$ cat config.mk
export PLATFORM = sky130hd
export DESIGN_NAME = aed_rhythm_detector
export DESIGN_NICKNAME = d
export VERILOG_FILES = /design/src/rtl/aed_pkg.sv /design/src/rtl/aed_interval_timer.sv /design/src/rtl/aed_rhythm_detector.sv
export SDC_FILE = /design/constraint.sdc
export NUM_CORES = 1
export LEC_CHECK = 0
export BUFFER_PORTS_ARGS = -buffer_cell sky130_fd_sc_hd__buf_2
export CAP_MARGIN = 10
export CELL_PAD_IN_SITES_DETAIL_PLACEMENT = 1
export CELL_PAD_IN_SITES_GLOBAL_PLACEMENT = 2
export CORE_MARGIN = 5
export CORE_UTILIZATION = 30
export CTS_CLUSTER_DIAMETER = 100
export DETAILED_ROUTE_END_ITERATION = 8
export PLACE_DENSITY = 0.62
export SLEW_MARGIN = 10
export SYNTH_ARGS = -nofsm -noshare
export SYNTH_HDL_FRONTEND = slang
export SYNTH_SLANG_ARGS = --single-unit
$ cat constraint.sdc
create_clock -name clk -period 5 [get_ports clk]
set_input_delay 0.5 -clock clk [delete_from_list [all_inputs] [get_ports clk]]
set_output_delay 0.5 -clock clk [all_outputs]
set_load 0.01 [all_outputs]
$ cat src/rtl/aed_pkg.sv
// aed_pkg: shared state type and default parameters for the rhythm detector
package aed_pkg;
    typedef enum logic [1:0] {ABSENT, ACQUIRE, TRACK} rhythm_state_t;
    localparam int DEF_CNT_W   = 16;
    localparam int DEF_TIMEOUT = 200;
    localparam int DEF_MIN_INT = 10;
    localparam int DEF_TOL     = 8;
    localparam int DEF_NREG    = 2;
endpackage

$ cat src/rtl/aed_interval_timer.sv
// aed_interval_timer: saturating interval counter, reloads to 1 on each accepted beat
module aed_interval_timer #(
    parameter int CNT_W   = 16,
    parameter int TIMEOUT = 200
) (
    input  logic             i_clk,
    input  logic             i_rst_n,
    input  logic             i_load,
    output logic [CNT_W-1:0] o_cnt,
    output logic             o_timeout
);
    logic [CNT_W-1:0] r_cnt;
    // Count cycles since the last load, holding at TIMEOUT once reached
    always_ff @(posedge i_clk or negedge i_rst_n) begin
        if (!i_rst_n) r_cnt <= '0;
        else if (i_load) r_cnt <= CNT_W'(1);
        else if (r_cnt < CNT_W'(TIMEOUT)) r_cnt <= r_cnt + CNT_W'(1);
    end
    assign o_cnt     = r_cnt;
    assign o_timeout = r_cnt == CNT_W'(TIMEOUT - 1);
endmodule

$ cat src/rtl/aed_rhythm_detector.sv
// aed_rhythm_detector: turns raw beat pulses into heartbeat-present (H) and rhythm-regular (R) levels
// Define AED_RHYTHM_STATS_EN to add the irr_cnt output counting irregular intervals.
module aed_rhythm_detector
    import aed_pkg::*;
#(
    parameter int CNT_W   = DEF_CNT_W,
    parameter int TIMEOUT = DEF_TIMEOUT,
    parameter int MIN_INT = DEF_MIN_INT,
    parameter int TOL     = DEF_TOL,
    parameter int NREG    = DEF_NREG
) (
    input  logic             clk,
    input  logic             reset,
    input  logic             beat,
    output logic             H,
    output logic             R,
    output logic [CNT_W-1:0] ivl,
    output logic             ivl_valid
`ifdef AED_RHYTHM_STATS_EN
    ,
    output logic [7:0]       irr_cnt
`endif
);
    localparam int RUN_W = $clog2(NREG + 1);

    rhythm_state_t    r_state, w_state_n;
    logic             r_beat_q, w_rise, w_acc, w_tmo, w_upd, w_irr;
    logic             r_h, r_r, r_vld;
    logic [CNT_W-1:0] w_cnt, w_diff, r_prev, w_prev_n, r_ivl;
    logic [RUN_W-1:0] r_run, w_run_n;

    assign w_rise = beat & ~r_beat_q;
    assign w_acc  = w_rise & (r_state == ABSENT || w_cnt >= CNT_W'(MIN_INT));
    assign w_diff = (w_cnt > r_prev) ? w_cnt - r_prev : r_prev - w_cnt;

    aed_interval_timer #(.CNT_W(CNT_W), .TIMEOUT(TIMEOUT)) u_timer (
        .i_clk     (clk),
        .i_rst_n   (reset),
        .i_load    (w_acc),
        .o_cnt     (w_cnt),
        .o_timeout (w_tmo)
    );

    // Presence/regularity FSM; a timeout outranks a coincident beat, which then restarts acquisition
    always_comb begin
        w_state_n = r_state;
        w_prev_n  = r_prev;
        w_run_n   = r_run;
        w_upd     = 1'b0;
        w_irr     = 1'b0;
        if (w_tmo) begin
            w_state_n = w_acc ? ACQUIRE : ABSENT;
            w_run_n   = '0;
        end else if (w_acc) begin
            case (r_state)
                ABSENT: w_state_n = ACQUIRE;
                ACQUIRE: begin
                    w_state_n = TRACK;
                    w_prev_n  = w_cnt;
                    w_run_n   = '0;
                    w_upd     = 1'b1;
                end
                TRACK: begin
                    w_prev_n = w_cnt;
                    w_upd    = 1'b1;
                    w_irr    = w_diff > CNT_W'(TOL);
                    w_run_n  = w_irr ? '0 : (r_run == RUN_W'(NREG)) ? r_run : r_run + RUN_W'(1);
                end
                default: w_state_n = ABSENT;
            endcase
        end
    end

    // State, interval history and all outputs registered on the same edge
    always_ff @(posedge clk or negedge reset) begin
        if (!reset) begin
            r_beat_q <= 1'b0;
            r_state  <= ABSENT;
            r_prev   <= '0;
            r_run    <= '0;
            r_h      <= 1'b0;
            r_r      <= 1'b0;
            r_vld    <= 1'b0;
            r_ivl    <= '0;
        end else begin
            r_beat_q <= beat;
            r_state  <= w_state_n;
            r_prev   <= w_prev_n;
            r_run    <= w_run_n;
            r_h      <= w_state_n == TRACK;
            r_r      <= w_state_n == TRACK && w_run_n == RUN_W'(NREG);
            r_vld    <= w_upd;
            if (w_upd) r_ivl <= w_cnt;
        end
    end

    assign H         = r_h;
    assign R         = r_r;
    assign ivl       = r_ivl;
    assign ivl_valid = r_vld;

`ifdef AED_RHYTHM_STATS_EN
    logic [7:0] r_irr;
    // Saturating tally of irregular comparisons, cleared only by reset
    always_ff @(posedge clk or negedge reset) begin
        if (!reset) r_irr <= '0;
        else if (w_irr && r_irr != 8'hFF) r_irr <= r_irr + 8'd1;
    end
    assign irr_cnt = r_irr;
`endif
endmodule

==> out/results.tsv, run 1 <==
metric	value	unit
status	finished, final reports clean	
die_area	0.01678	mm2
setup-tns-final	0	ps
critPathKind	register to register	
skew	8.158	ps
synthFlopType	dfrtp_1	
setup_viol	0	
ys_seq_area_frac	0.3269	
grt_use_total	0.1681	
final_hold_viol_count	0	
portBuffers	21	
die_h	129.5	um
clk_latency	310	ps
power_density	794.9	mW/mm2
async_flop_share	1.000	
design_area	0.004703	mm2
dr.pass1.iters	4	
drive_above_1_share	0.1282	
p_comb_frac	0.719	
p_leak	2.234	nW
power.switching	1.936	mW
grt_pass1_wl	22.07	mm
slowest_delay	590	ps
dr_total_vias	3720	
critPathBufInv	1	
core	0.01393	mm2
yosys-top-cells-area	dfrtp_1 33%, ha_1 11%, o21ai_0 4.9%, mux2_2 4.5%, nand2_1 4.2%	
holdBufCountCts	0	
ys_warn_count	0	
path_common_cell	a21oi_1	
synth_top_cell_by_area	dfrtp_1	
antenna_left	0	
tightest_slew	933.3	ps
min_path_type	input pin to register	
fin_nets	548	
antenna_cells	0	
worst_setup_path_start_kind	register	
antenna_found_initial	0	
wl_per_cell	19.23	um
crit_chain	inv_1 > ha_1 > fa_1 > nand2b_1 > a21oi_1 > o211ai_1 > a21oi_1 > mux2_2 > a311oi_1 > o2111ai_1 > o22ai_1 > nor2b_1	
stdcell_count	687	
cts_num_sinks	56	
max-vdd-ir-drop	0.0001936	V
place_area	0.004556	mm2
p_int	1.803	mW
slew_violations	0	
drc	0	
grt_max_degree	57	
synthTopCellsByCount	56 x dfrtp_1, 48 x nand2_1, 47 x inv_1	
syn_inst	496	
critPathArrivalTime	4140	ps
root_buffer	clkbuf_16	
ys_types	60	
grt_pass1_vias	3893	
synth_most_common_cell	dfrtp_1	
synth_area	0.004287	mm2
die_w	129.5	um
pwr-share-clk	0.099	
dpl.cell_count	679	
hpwlAfterDp	10.46	mm
netlist.area_leader.share	0.3269	
syn2layout_area_growth	9.720	%
clockBufferDepth	2	
min_period	3900	ps
worst_ep_required_time	5240	ps
rsz0062_at_grt	no	
syn_area_per_cell	8.642	um2
relSlewSlack	0.3763	
clk_pin_slew	80	ps
crit_path_end_kind	register	
place.gp.congestion	0.8929	
start_util	0.3076	
num_rows	43	
cap_viol_max_count	0	
viasPerCell	5.415	
syn-num-nets	538	
fin_crit_sh	0.7801	
slowest_stage	a21oi_1	
cts_resized	0	
overflow	0	
postCtsSetupBuffers	0	
numCtsBuffers	5	
crit_fanout	6	
htree_levels	2	
max_freq	256.4	MHz
power_switching_share	0.5178	
critical-path-top-delay-family	compound AO/OA/AOI/OAI gates	
nFillCells	1650	
wirelength	13.21	mm
synth-seq-cells	56	
drt_iter0_markers	181	
seq_power_share	0.183	
synth-edff-count	0	
cts_tree	done	
ioPinCount	22	
sequential cells by signal (all words and copies together), names as in the netlist:
name and flops:
ivl 16, r_prev 16, u_timer.o_cnt 16, r_run 2, r_state 2, H 1
R 1, ivl_valid 1, r_beat_q 1
cells by family after synthesis:
| group | Yosys count | synth area share |
|---|---|---|
| AND/OR/NAND/NOR | 148 | 0.1810 |
| AO/OA/AOI/OAI | 146 | 0.2218 |
| buffers and inverters | 70 | 0.06596 |
| flip-flops | 56 | 0.3269 |
| adder cells (fa/ha/maj) | 39 | 0.1173 |
| multiplexers | 22 | 0.05633 |
| XOR/XNOR | 15 | 0.03065 |
placed cells by master, fill, tap and decap left out, drive strengths merged, types with 4 or more instances in the layout:
cell and instances:
a31oi 4, o211ai 8, o21bai 4, o211a 6, or2 5, a21o 6, dfrtp 56, o22ai 5
nand3 7, and2 5, nor3 7, mux2 17, nor2b 6, and3 6, or4 4, clkbuf 5
or3 4, ha 37, nand4 12, mux2i 5, nand2 48, nand2b 8, o21ai 43, inv 48
buf 26, nor4 4, a21oi 35, a211oi 7, xnor2 11, nor2 29, xor2 4
through the flow:
stage / util / setup WS [ps] / hold WS (ps) / total power [mW]
2_1_floorplan: - / 1856 / 204.4 / 2.662
3_3_place_gp: 0.3269 / 1388 / 484.9 / 3.389
3_5_place_dp: 0.3269 / 1198 / 491.4 / 3.371
4_1_cts: 0.3375 / 1192 / 299.0 / 3.762
5_1_grt: 0.3375 / 848.5 / 294.8 / 4.139
6_report: 0.3375 / 1100 / 301.1 / 3.738
metal layers:
layer / share of wire / track usage / wire (um) / vias to the layer above
met3: 0.029 / 0.02762 / 380 / 17
met1: 0.51 / 0.2438 / 6743 / 1862
met4: 0.018 / 0.04462 / 239 / 0
met5: 0 / 0 / 0 / -
li1: - / - / - / 1780
met2: 0.44 / 0.2604 / 5849 / 61
cell type report:
type	count	area, um2	area share
multi-input combinational	370	2610	0.5549
sequential	56	1401	0.2980
tap	180	225.2	0.04789
inverter	47	176.4	0.03751
timing repair buffer	26	142.6	0.03033
clock buffer	5	125.1	0.02660
clock inverter	3	22.52	0.004789
power by group through the flow:
stage	registers [mW]	clock network [mW]	logic, mW
final	0.682	0.370	2.69
after global routing	0.702	0.401	3.04
after CTS	0.686	0.381	2.70
after detailed placement	0.694	0	2.68
after global placement	0.689	0	2.70
after floorplan	0.678	0	1.98
worst paths after layout:
| check | startpoint | to | slack, ps | cells after the start |
|---|---|---|---|---|
| setup / recovery | u_timer.o_cnt[0] | r_run[0] | 1100 | 12 |
| hold / removal | beat | r_beat_q | 300 | 1 |
| setup reg to reg | u_timer.o_cnt[0] | r_run[0] | 1100 | 12 |
| hold reg to reg | ivl[12] | ivl[12] | 510 | 1 |
| max in group asynchronous | reset | r_prev[12] | 4190 | 2 |
| min in group asynchronous | reset | ivl[3] | 320 | 2 |
No activity file was read; power rests on OpenSTA's default activity.
==> inputs of run 2 (changes only) <==
ABC_AREA = 1   (was default)
PLACE_DENSITY = 0.71   (was 0.62)
clock period = 3.36 ns   (was 5 ns; I/O delays follow)
==> run 2 against run 1 <==
- register-to-register slack got worse by 750 ps
- die area about the same
- core utilization is 0.28 points higher
- sequential share of layout area is 0.22 points lower
- global-route usage is 0.47 points higher
- synthesized area about the same
- via count is 8.5% higher
- cell count up 23%
- fmax grew 29%
- synthesized cell count is 30% higher
- final area increased by 0.82%
- routed wire length is 2.6% higher
- critical endpoint is now R
==> out/results.tsv, run 2 <==
metric	value	unit	change
yosys-top-cells-area	dfrtp_1 33%, nand2_1 19%, ha_1 11%, inv_1 8.8%, o21ai_0 5.0%		was dfrtp_1 33%, ha_1 11%, o21ai_0 4.9%, mux2_2 4.5%, nand2_1 4.2%
synth_most_common_cell	nand2_1		was dfrtp_1
postCtsSetupBuffers	0		unchanged
grt_pass1_vias	4329		was 3,893
die_area	0.01678	mm2	about the same
final_cell_mix	214 x nand2_1, 100 x inv_1, 55 x dfrtp_1		was 56 x dfrtp_1, 48 x nand2_1, 47 x inv_1
crit_fanout	10		was 6
synthAdderAreaFrac	0.1173		about the same
clockBufferDepth	2		unchanged
antenna_found_initial	0		unchanged
cts_num_sinks	56		unchanged
relSlewSlack	0.5935		was 0.3763
dr_total_vias	4035		was 3,720
wirelength	13.55	mm	was 13.21 mm
setup-tns-final	0	ps	unchanged
synth_top_family_by_area	simple AND/OR/NAND/NOR gates		was compound AO/OA/AOI/OAI gates
wl_per_cell	16.10	um	was 19.23 um
portBuffers	21		unchanged
synth-edff-count	0		unchanged
synth-seq-cells	56		unchanged
cts_tree	done		unchanged
final_hold_viol_count	0		unchanged
overflow	0		unchanged
critPathArrivalTime	3210	ps	was 4140 ps
min_path_type	input pin to async pin		was input pin to register
skew	3.730	ps	was 8.158 ps
drt_iter0_markers	140		was 181
syn-num-nets	685		was 538
dpl.cell_count	834		was 679
clk_latency	300	ps	was 310 ps
drive_above_1_share	0.09366		was 0.1282
place.gp.congestion	0.8549		was 0.8929
setup_viol	0		unchanged
async_flop_share	1.000		unchanged
synth_xor_area_frac	0.01430		was 0.03065
cap_viol_max_count	0		unchanged
max_freq	331.7	MHz	was 256.4 MHz
synth_compound_area_frac	0.1001		was 0.2218
fin_nets	703		was 548
synth-simple-area-share	0.3289		was 0.1810
antenna_cells	0		unchanged
viasPerCell	4.792		was 5.415
syn2layout_area_growth	10.59	%	was 9.720%
drc	0		unchanged
worst_ep_required_time	3550	ps	was 5240 ps
critPathKind	register to register		unchanged
die_h	129.6	um	was 129.5 um
numCtsBuffers	5		unchanged
stdcell_count	842		was 687
worst_setup_path_start_kind	register		unchanged
min_period	3015	ps	was 3900 ps
crit_path_end_kind	register		unchanged
ys_seq_area_frac	0.3268		was 0.3269
start_util	0.3077		was 0.3076
grt_pass1_wl	22.98	mm	was 22.07 mm
die_w	129.6	um	was 129.5 um
synth_top_cell_by_area	dfrtp_1		unchanged
grt_use_total	0.1729		was 0.1681
clk_pin_slew	70	ps	was 80 ps
hpwlAfterDp	11.31	mm	was 10.46 mm
synthFlopType	dfrtp_1		unchanged
ys_warn_count	0		unchanged
tightest_slew	609.7	ps	was 933.3 ps
cts_resized	0		unchanged
fin_crit_sh	0.8974		was 0.7801
netlist.area_leader.share	0.3268		was 0.3269
synthMuxAreaShare	0		was 0.05633
antenna_left	0		unchanged
num_rows	43		unchanged
status	finished, final reports clean		unchanged
syn_area_per_cell	6.669	um2	was 8.642 um2
ioPinCount	22		unchanged
rsz0062_at_grt	no		unchanged
dr.pass1.iters	4		unchanged
htree_levels	2		unchanged
final_common_cell	nand2_1		was dfrtp_1
root_buffer	clkbuf_16		unchanged
holdBufCountCts	0		unchanged
slew_violations	0		unchanged
core	0.01393	mm2	unchanged
synthTopCellsByCount	214 x nand2_1, 100 x inv_1, 56 x dfrtp_1		was 56 x dfrtp_1, 48 x nand2_1, 47 x inv_1
syn_inst	643		was 496
grt_max_degree	34		was 57
ys_types	32		was 60
synth_area	0.004288	mm2	was 0.004287 mm2
==> run 2: cell types whose count changed in the layout (fill, tap and decap cells not counted), moves of 8 or more <==
cell      delta
nand2_1    +166
inv_1       +53
nand3_1     +34
mux2_2      -17
nor2_1      +16
inv_2       +12
xnor2_1     -10
a21oi_1      -8
nand2b_1     -8
==> run 2: path summary, 6_finish.rpt <==
kind | start | to | slack (ps) | cells past startpoint
worst min register to register | ivl[13] | ivl[13] | 500 | 2
worst min-delay path | reset | ivl[2] | 40 | 1
max in group asynchronous | reset | u_timer.o_cnt[13] | 2470 | 2
worst max-delay path | u_timer.o_cnt[0] | R | 340 | 19
worst max register to register | u_timer.o_cnt[0] | R | 340 | 19
min in group clk | beat | r_beat_q | 170 | 1
==> run 2: cell families after synthesis <==
logic type | after synthesis
AOI/OAI and AO/OA | 82
xor gates and xnor gates | 7
adders and majority gates | 39
buffers and inverters | 125
DFF | 56
and+or+nand+nor | 334
==> run 2: worst max-delay path, stage by stage, from the launching register on <==
cell and delay, ps:
dfrtp_2 410, inv_1 100, ha_1 230, fa_1 400, inv_1 150, nand3_1 100, nand2_1 140, nand2_1 110
nand2_2 100, nand2_1 70, nand2_2 120, nand2_4 130, inv_2 160, nand2_1 70, nand2_1 60, nand3_1 90
nor2_2 160, nand3_1 140, nand3_1 110, nor2_1 50
==> run 2: area by class of cell <==
cell class / count / area [um2]
fill: 1789 / 9193
clock buffer: 6 / 128.9
tap: 180 / 225.2
multi-input combinational: 462 / 2409
clock inverter: 2 / 16.27
inverter: 112 / 420.4
timing repair buffer: 24 / 140.1
sequential: 56 / 1403
==> run 2: through the flow <==
step / area (um2) / hold WS [ps] / util / setup WS, ps
final: 4742 / 39.76 / 0.3403 / 344.8
after global routing: 4742 / 84.40 / 0.3403 / 59.56
after CTS: 4738 / 48.60 / 0.3400 / 186.4
after detailed placement: 4593 / 380.1 / 0.3296 / 203.7
after global placement: 4593 / 363.7 / 0.3296 / 313.8
after floorplan: 4288 / 40.41 / - / 1006
==> run 2: routing by layer <==
layer / vias to the layer above / global-route usage / share of wire
met2: 50 / 0.2768 / 0.44
met3: 18 / 0.01649 / 0.024
met5: - / 0 / 0
met1: 1932 / 0.2539 / 0.52
met4: 0 / 0.03729 / 0.013
li1: 2035 / - / -
Power of run 2 is not shown: default switching activity piles up to over one toggle a cycle in this logic, so the estimate is an artifact.
==> inputs of run 3 (changes only) <==
PLACE_DENSITY = 0.79   (was 0.71)
==> run 3 against run 2 <==
- register-to-register slack better by 130 ps
- worst setup slack better by 130 ps
- worst hold slack better by 130 ps
- cell count stayed put
- routed wire length is 1.8% lower
- first-iteration DRC count is 12% lower
- core utilization is 0.099 points lower
- critical path depth is 2 lower
- via count is 0.47% lower
- global-route usage is 0.54 points lower
- die area stayed put
- non-clock buffer count stayed put
==> out/results.tsv, run 3 (synthesized netlist as in run 2, its figures left out) <==
metric	value	unit	change
cts_tree	done		unchanged
die_w	129.6	um	unchanged
dr_total_vias	4016		was 4,035
worst_ep_required_time	3550	ps	about the same
syn2layout_area_growth	10.27	%	was 10.59%
final_cell_mix	214 x nand2_1, 100 x inv_1, 56 x dfrtp_1		was 214 x nand2_1, 100 x inv_1, 55 x dfrtp_1
overflow	0		unchanged
path_common_cell	nand3_1		was nand2_1
drive_above_1_share	0.09215		was 0.09366
core	0.01393	mm2	unchanged
stdcell_count	842		unchanged
wl_per_cell	15.80	um	was 16.10 um
wirelength	13.31	mm	was 13.55 mm
place.gp.congestion	0.8761		was 0.8549
antenna_found_initial	0		unchanged
reg2reg_from	u_timer.o_cnt[0]		unchanged
hold_depth	1		
min_path_type	input pin to register		was input pin to async pin
die_h	129.6	um	unchanged
antenna_left	0		unchanged
root_buffer	clkbuf_16		unchanged
slowest_stage	dfrtp_1		was dfrtp_2
fin_crit_sh	0.8582		was 0.8974
rsz0062_at_grt	no		unchanged
final_hold_viol_count	0		unchanged
fin_nets	703		unchanged
dpl.cell_count	834		unchanged
slew_violations	0		unchanged
relSlewSlack	0.3755		was 0.5935
clk_pin_slew	70	ps	about the same
setup_viol	0		unchanged
setup-tns-final	0	ps	unchanged
portBuffers	21		unchanged
start_util	0.3077		unchanged
critPathBufInv	2		was 3
drc	0		unchanged
clockBufferDepth	2		unchanged
tightest_slew	936.7	ps	was 609.7 ps
hp-start	beat		
crit_chain	inv_1 > ha_1 > fa_1 > inv_1 > nand3_1 > nand2_1 > nand2_1 > nand2_2 > nand2_1 > nand2_2 > nand3_1 > nand3_1 > nand2_1 > nor3_2 > nand3_1 > nand3_1 > nor2_1		was inv_1 > ha_1 > fa_1 > inv_1 > nand3_1 > nand2_1 > nand2_1 > nand2_2 > nand2_1 > nand2_2 > nand2_4 > inv_2 > nand2_1 > nand2_1 > nand3_1 > nor2_2 > nand3_1 > nand3_1 > nor2_1
final_common_cell	nand2_1		unchanged
ioPinCount	22		unchanged
num_rows	43		unchanged
slowest_delay	430	ps	was 410 ps
grt_use_total	0.1675		was 0.1729
cap_viol_max_count	0		unchanged
max_freq	346.8	MHz	was 331.7 MHz
reg2regPathDepth	17		was 19
viasPerCell	4.770		was 4.792
clk_latency	300	ps	about the same
dr.pass1.iters	6		was 4
critPathArrivalTime	3080	ps	was 3210 ps
status	finished, final reports clean		unchanged
holdBufCountCts	0		unchanged
crit_fanout	5		was 10
htree_levels	2		unchanged
hpwlAfterDp	11.13	mm	was 11.31 mm
drt_iter0_markers	123		was 140
rr_endpoint	R		unchanged
crit_path_end_kind	register		unchanged
hold_end	r_beat_q		
grt_pass1_wl	22.22	mm	was 22.98 mm
cts_resized	0		unchanged
min_period	2883	ps	was 3015 ps
die_area	0.01678	mm2	unchanged
skew	6.222	ps	was 3.730 ps
worst_setup_path_start_kind	register		unchanged
grt_pass1_vias	4318		was 4,329
ff2ff_setup_slack	480	ps	was 340 ps
antenna_cells	0		unchanged
postCtsSetupBuffers	0		unchanged
critPathKind	register to register		unchanged
numCtsBuffers	5		unchanged
grt_max_degree	43		was 34
cts_num_sinks	56		unchanged
critical-path-top-delay-family	simple AND/OR/NAND/NOR gates		unchanged
[run 3: worst max path at each step]
stage / cells past startpoint / end / slack [ps] / from
floorplan: 20 / R / 1010 / u_timer.o_cnt[0]
global placement: 14 / R / 630 / u_timer.o_cnt[2]
detailed placement: 19 / R / 480 / u_timer.o_cnt[0]
CTS: 19 / R / 480 / u_timer.o_cnt[0]
global route: 19 / R / 110 / u_timer.o_cnt[0]
finish: 17 / R / 480 / u_timer.o_cnt[0]
[run 3: worst reg2reg max path, delay by kind of cell, from the launching register on]
kind / cells / cell delay (ps)
simple gates: 13 / 1460
fa+ha+maj: 2 / 650
flops: 1 / 430
buf+inv: 2 / 250
[run 3: final cells by class]
cell class	count	area, um2
Clock inverter	3	22.52
Timing Repair Buffer	24	127.6
Tap cell	180	225.2
Multi-Input combinational cell	462	2406
Clock buffer	5	125.1
Fill cell	1780	9206
Sequential cell	56	1401
Inverter	112	420.4
[run 3: layer usage]
metal	up-vias	share of wire	GRT usage
met1	1923	0.49	0.2264
met2	42	0.48	0.2890
met4	0	0.017	0.04095
met3	14	0.019	0.01649
met5	-	0	0
li1	2037	-	-
[run 3: per-stage QoR]
stage / cell area (um2) / worst slack (ps) / hold WS [ps] / utilization
6_report: 4728 / 476.6 / 172.8 / 0.3393
5_1_grt: 4728 / 105.9 / 169.5 / 0.3393
4_1_cts: 4728 / 475.2 / 170.5 / 0.3393
3_5_place_dp: 4581 / 483.8 / 481.8 / 0.3287
3_3_place_gp: 4581 / 625.6 / 470.2 / 0.3287
2_1_floorplan: 4288 / 1006 / 40.41 / -
Power of run 3 is left out for the same reason.
